--- src/rtl/carry_select_seq_ctrl.sv ---
// carry_select_seq_ctrl
// Computes a 4*NIBBLES-bit sum on one shared external 4-bit adder, one nibble
// per clock, LSB nibble first. The carry between nibbles is held in carry_q.
// Operands come in on a valid/ready source and the result goes out on a
// valid/ready sink.
//
// Optional feature, selected with `define CSA_SUB_EN:
//   Adds an op_sub_i port that is latched with the operands. When op_sub_i=1,
//   the block computes a - b: B is inverted and the initial carry is 1.
//   In that mode cout_o=1 means no borrow occurred (a >= b).
//
// state | meaning
// IDLE  | waiting for operands, in_ready_o=1
// RUN   | feeding nibble idx_q to the adder, capturing one sum nibble per edge
// DONE  | result held stable until the sink takes it
module carry_select_seq_ctrl #(
    parameter  int NIBBLES = 4,
    localparam int WIDTH   = 4 * NIBBLES,
    localparam int IDX_W   = $clog2(NIBBLES)
) (
    input  logic             clk_i,
    input  logic             rst_i,
    input  logic             in_valid_i,
    output logic             in_ready_o,
    input  logic [WIDTH-1:0] a_i,
    input  logic [WIDTH-1:0] b_i,
    input  logic             cin_i,
`ifdef CSA_SUB_EN
    input  logic             op_sub_i,
`endif
    output logic             out_valid_o,
    input  logic             out_ready_i,
    output logic [WIDTH-1:0] sum_o,
    output logic             cout_o,
    output logic [3:0]       add_a_o,
    output logic [3:0]       add_b_o,
    output logic             add_cin_o,
    input  logic [3:0]       add_f_i,
    input  logic             add_cout_i
);

    typedef enum logic [1:0] {IDLE, RUN, DONE} state_t;

    localparam logic [IDX_W-1:0] IDX_LAST = IDX_W'(NIBBLES - 1);

    state_t             state_q, state_d;
    logic [IDX_W-1:0]   idx_q, idx_d;
    logic               carry_q, carry_d;
    logic [WIDTH-1:0]   a_q, a_d;
    logic [WIDTH-1:0]   b_q, b_d;
    logic [WIDTH-1:0]   sum_q, sum_d;
    logic               cout_q, cout_d;
    logic [3:0]         b_nib;
`ifdef CSA_SUB_EN
    logic               sub_q, sub_d;
`endif

    assign in_ready_o  = (state_q == IDLE);
    assign out_valid_o = (state_q == DONE);
    assign sum_o       = sum_q;
    assign cout_o      = cout_q;

    // State and datapath registers; reset drops any operation in flight.
    always_ff @(posedge clk_i or posedge rst_i) begin
        if (rst_i) begin
            state_q <= IDLE;
            idx_q   <= '0;
            carry_q <= 1'b0;
            a_q     <= '0;
            b_q     <= '0;
            sum_q   <= '0;
            cout_q  <= 1'b0;
`ifdef CSA_SUB_EN
            sub_q   <= 1'b0;
`endif
        end else begin
            state_q <= state_d;
            idx_q   <= idx_d;
            carry_q <= carry_d;
            a_q     <= a_d;
            b_q     <= b_d;
            sum_q   <= sum_d;
            cout_q  <= cout_d;
`ifdef CSA_SUB_EN
            sub_q   <= sub_d;
`endif
        end
    end

    // Next-state and adder drive. The adder inputs are held at zero outside RUN.
    always_comb begin
        state_d   = state_q;
        idx_d     = idx_q;
        carry_d   = carry_q;
        a_d       = a_q;
        b_d       = b_q;
        sum_d     = sum_q;
        cout_d    = cout_q;
`ifdef CSA_SUB_EN
        sub_d     = sub_q;
`endif
        b_nib     = '0;
        add_a_o   = '0;
        add_b_o   = '0;
        add_cin_o = 1'b0;

        case (state_q)
            IDLE: begin
                if (in_valid_i) begin
                    a_d     = a_i;
                    b_d     = b_i;
                    idx_d   = '0;
                    sum_d   = '0;
                    state_d = RUN;
`ifdef CSA_SUB_EN
                    sub_d   = op_sub_i;
                    carry_d = op_sub_i ? 1'b1 : cin_i;
`else
                    carry_d = cin_i;
`endif
                end
            end
            RUN: begin
                b_nib     = b_q[4*idx_q +: 4];
                add_a_o   = a_q[4*idx_q +: 4];
`ifdef CSA_SUB_EN
                add_b_o   = sub_q ? ~b_nib : b_nib;
`else
                add_b_o   = b_nib;
`endif
                add_cin_o = carry_q;
                sum_d[4*idx_q +: 4] = add_f_i;
                carry_d   = add_cout_i;
                if (idx_q == IDX_LAST) begin
                    cout_d  = add_cout_i;
                    idx_d   = '0;
                    state_d = DONE;
                end else begin
                    idx_d   = idx_q + IDX_W'(1);
                end
            end
            DONE: begin
                if (out_ready_i) state_d = IDLE;
            end
            default: state_d = IDLE;
        endcase
    end

endmodule

--- config.mk ---
export PLATFORM = sky130hd
export DESIGN_NAME = carry_select_seq_ctrl
export DESIGN_NICKNAME = d
export VERILOG_FILES = /design/src/rtl/carry_select_seq_ctrl.sv
export SDC_FILE = /design/constraint.sdc
export NUM_CORES = 1
export LEC_CHECK = 0
export CAP_MARGIN = 40
export CORE_ASPECT_RATIO = 0.5
export CORE_MARGIN = 4
export CORE_UTILIZATION = 52
export CTS_CLUSTER_DIAMETER = 150
export DETAILED_ROUTE_END_ITERATION = 7
export GPL_TIMING_DRIVEN = 0
export PLACE_DENSITY = 0.88
export SLEW_MARGIN = 15
export SYNTH_ARGS = -nofsm -noshare
export SYNTH_HDL_FRONTEND = slang
export SYNTH_SLANG_ARGS = --single-unit
--- constraint.sdc ---
create_clock -name clk_i -period 6.4 [get_ports clk_i]
set_clock_uncertainty 0.2 [all_clocks]
set_input_delay 0.64 -clock clk_i [delete_from_list [all_inputs] [get_ports clk_i]]
set_output_delay 0.64 -clock clk_i [all_outputs]
set_load 0.01 [all_outputs]
==> results.toml <==
[sta]
rsz0062_at_grt = "false"
setup_viol = 0
period_minus_slack_ns = 3.296
drv_slew = 0
worst_slew_pin_slew_ns = 0.7651
finalCritPeriodShare_pct = 51.50
fmax_mhz = 303.4
tns_ns = 0
slew-limit-headroom_pct = 48.52
final-hold-violation-count = 0

[critical_path]
endpoint_kind = "output pin"
regToRegSetupSlack_ns = 3.85
path_cells = "clkbuf_1 > nor2b_1 > clkbuf_1 > and2_1 > clkdlybuf4s50_1"
crit_family = "buffers and inverters"
crit_buf_inv = 3
startpoint = "state_q[1]"
crit_top_cell = "clkbuf_1"
crit_path_max_incr_delay_ns = 0.55
path_class = "reg -> out"
cp_slowest_cell = "clkdlybuf4s50_1"
path_max_fanout = 10
cp_data_arrival_time_ns = 2.46
rr_startpoint = "idx_q[0]"
required_ns = 5.56
worst_setup_path_start_kind = "flip-flop"

[placed_design]
gp_congestion = 0.8415
dp_hpwl_mm = 4.220
placed_area_mm2 = 0.003349
place_inst = 305
portBuffers = 69

[power_and_ir_drop]
power_switching_w = 0.0005302
p_leak_nw = 1.589
ir_drop_mv = 0.2752
switching_share_pct = 32.10
p_per_area_mw_per_mm2 = 477.7
combPwrFrac_pct = 51.3
p_clk_share_pct = 13.7
p_int_w = 0.001122
seqPwrFrac_pct = 35.1

[final_layout]
ff_latch_area_mm2 = 0.001351
layout_common_cells = "69 x clkdlybuf4s50_1, 54 x dfrtp_1, 28 x mux2_4"
num_antenna_cells = 0
fin_nets = 294
drive_gt1_share_pct = 23.89
mostFrequentLayoutCell = "clkdlybuf4s50_1"
multi_input_area_mm2 = 0.001115
final_cells = 313
area_growth_pct = 35.29
post-route-cell-area_mm2 = 0.003458
fillers = 287

[clock_tree]
clock-root-buffer = "clkbuf_8"
clock_path_buffers = 2
cts_sinks = 54
cts_hold_buf = 0
tritoncts = "yes"
cts-buffers-inserted = 5
htreeDepth = 2
cts_resized = 0
clkLatencyLatePin_ns = 0.31
cts.clk_slew.worst_paths_ns = 0.10
post-cts-setup-buffers = 0

[min_path]
hp-start = "sum_o[14]"
hp-class = "reg -> reg"

[outcome]
status = "finished, final reports clean"

[global_route]
grt.overflow.total = 0
antenna_found_initial = 0
track_usage_pct = 20.15
grt_max_degree = 30
grt_pass1_vias = 1814
grt_pass1_wl_mm = 9.308

[die]
io_pins = 70
start_util_pct = 55.90
fp.dieW_um = 107.2
rows = 17
dieArea_mm2 = 0.006169
die_h_um = 57.58
core_area_mm2 = 0.004573

[synth]
yosysSeqAreaShare_pct = 52.86
syn_area_mm2 = 0.002556
yosysUniqueCellTypes = 26
synth_xor_area_share_pct = 0
synth_warnings = 0
synth_cells = 169
ys_ff_latch = 54
synthAdderAreaFrac_pct = 2.937
synth.area.mux_share_pct = 25.70
syn_nets = 217
synth_area_per_cell_um2 = 15.13
synthSimpleGateAreaFrac_pct = 7.146
synth_top_family_by_area = "multiplexers"
synth_compound_area_share_pct = 7.832

[route]
routed_via_density = 5.339
avgRoutedWirePerCell_um = 18.41
drt-pass1-iter-count = 4
vias = 1671
routed_wl_mm = 5.763
drc = 0
ant_nets = 0
first_iter_violations = 74

[flow_run]
cap_violations = 0
==> cell type report <==
cell class | count | area share (%)
plain buffers | 10 | 2.279
inverters | 3 | 0.3256
flip-flops and latches | 54 | 39.07
multi-input cells | 102 | 32.24
clock inverters | 3 | 1.158
well taps | 66 | 2.388
clock buffers | 5 | 1.990
repair buffers | 70 | 20.55
==> sequential cells by signal, indices dropped and copies added, names as in the netlist <==
name and cells:
a_q 16, cout_o 1, b_q 16, carry_q 1, idx_q 2, sum_o 16
state_q 2
==> path summary, 6_finish.rpt <==
kind	cells after the start	endpoint
min in group asynchronous	2	idx_q[1]
min	1	sum_o[14]
max in group asynchronous	3	a_q[6]
max reg2reg	6	sum_o[0]
min reg2reg	1	sum_o[14]
max	5	add_b_o[3]
==> Yosys cell counts <==
master	count	area [um2]
dfrtp_1	54	1351
mux2_4	28	420.4
a22o_1	16	140.1
and2_1	9	56.30
mux4_2	8	180.2
nand2_1	7	26.28
ha_1	6	75.07
buf_6	5	56.30
mux2_2	5	56.30
a21o_1	4	30.03
buf_2	3	15.01
inv_1	3	11.26
nand2b_1	3	18.77
and4_1	2	17.52
clkbuf_1	2	7.510
nor2_1	2	7.510
nor2b_1	2	12.51
o31ai_1	2	15.01
a221o_1	1	10.01
and3_1	1	6.260
and4b_1	1	10.01
nand3_1	1	5.000
nor3b_1	1	7.510
nor4_1	1	6.260
o21ai_0	1	5.000
or3b_1	1	8.760
==> kinds of logic (layout without fill, tap and decap cells) <==
family,Yosys count,in the layout
buf+inv,13,91
flops,54,54
compound gates,24,24
simple gates,31,31
mux,41,41
fa+ha+maj,6,6
==> routing by layer <==
| metal | track usage [%] | share of wire, % |
|---|---|---|
| met5 | 0 | 0 |
| met4 | 7.832 | 1.6 |
| met3 | 3.955 | 4.0 |
| met2 | 36.62 | 53 |
| met1 | 23.90 | 42 |
==> stage by stage <==
| step | worst slack, ns | hold slack [ns] | util [%] | total power (W) |
|---|---|---|---|---|
| finish | 3.104 | 0.3105 | 75.62 | 0.001652 |
| CTS | 3.139 | 0.3101 | 75.62 | 0.001658 |
| detailed placement | 3.532 | 0.2890 | 73.24 | 0.001426 |
| global placement | 3.360 | 0.2856 | 72.80 | 0.001386 |
| floorplan | 4.186 | 0.2740 | - | 0.001117 |
| global route | 2.965 | 0.3286 | 75.62 | 0.001745 |
==> power by group through the flow <==
stage	Sequential [W]	Combinational, W	Clock (W)
5_1_grt	0.000600	0.000905	0.000241
3_5_place_dp	0.000584	0.000842	0
4_1_cts	0.000579	0.000852	0.000227
6_report	0.000579	0.000847	0.000226
3_3_place_gp	0.000573	0.000814	0
2_1_floorplan	0.000569	0.000547	0
(Power assumes the default switching activity.)
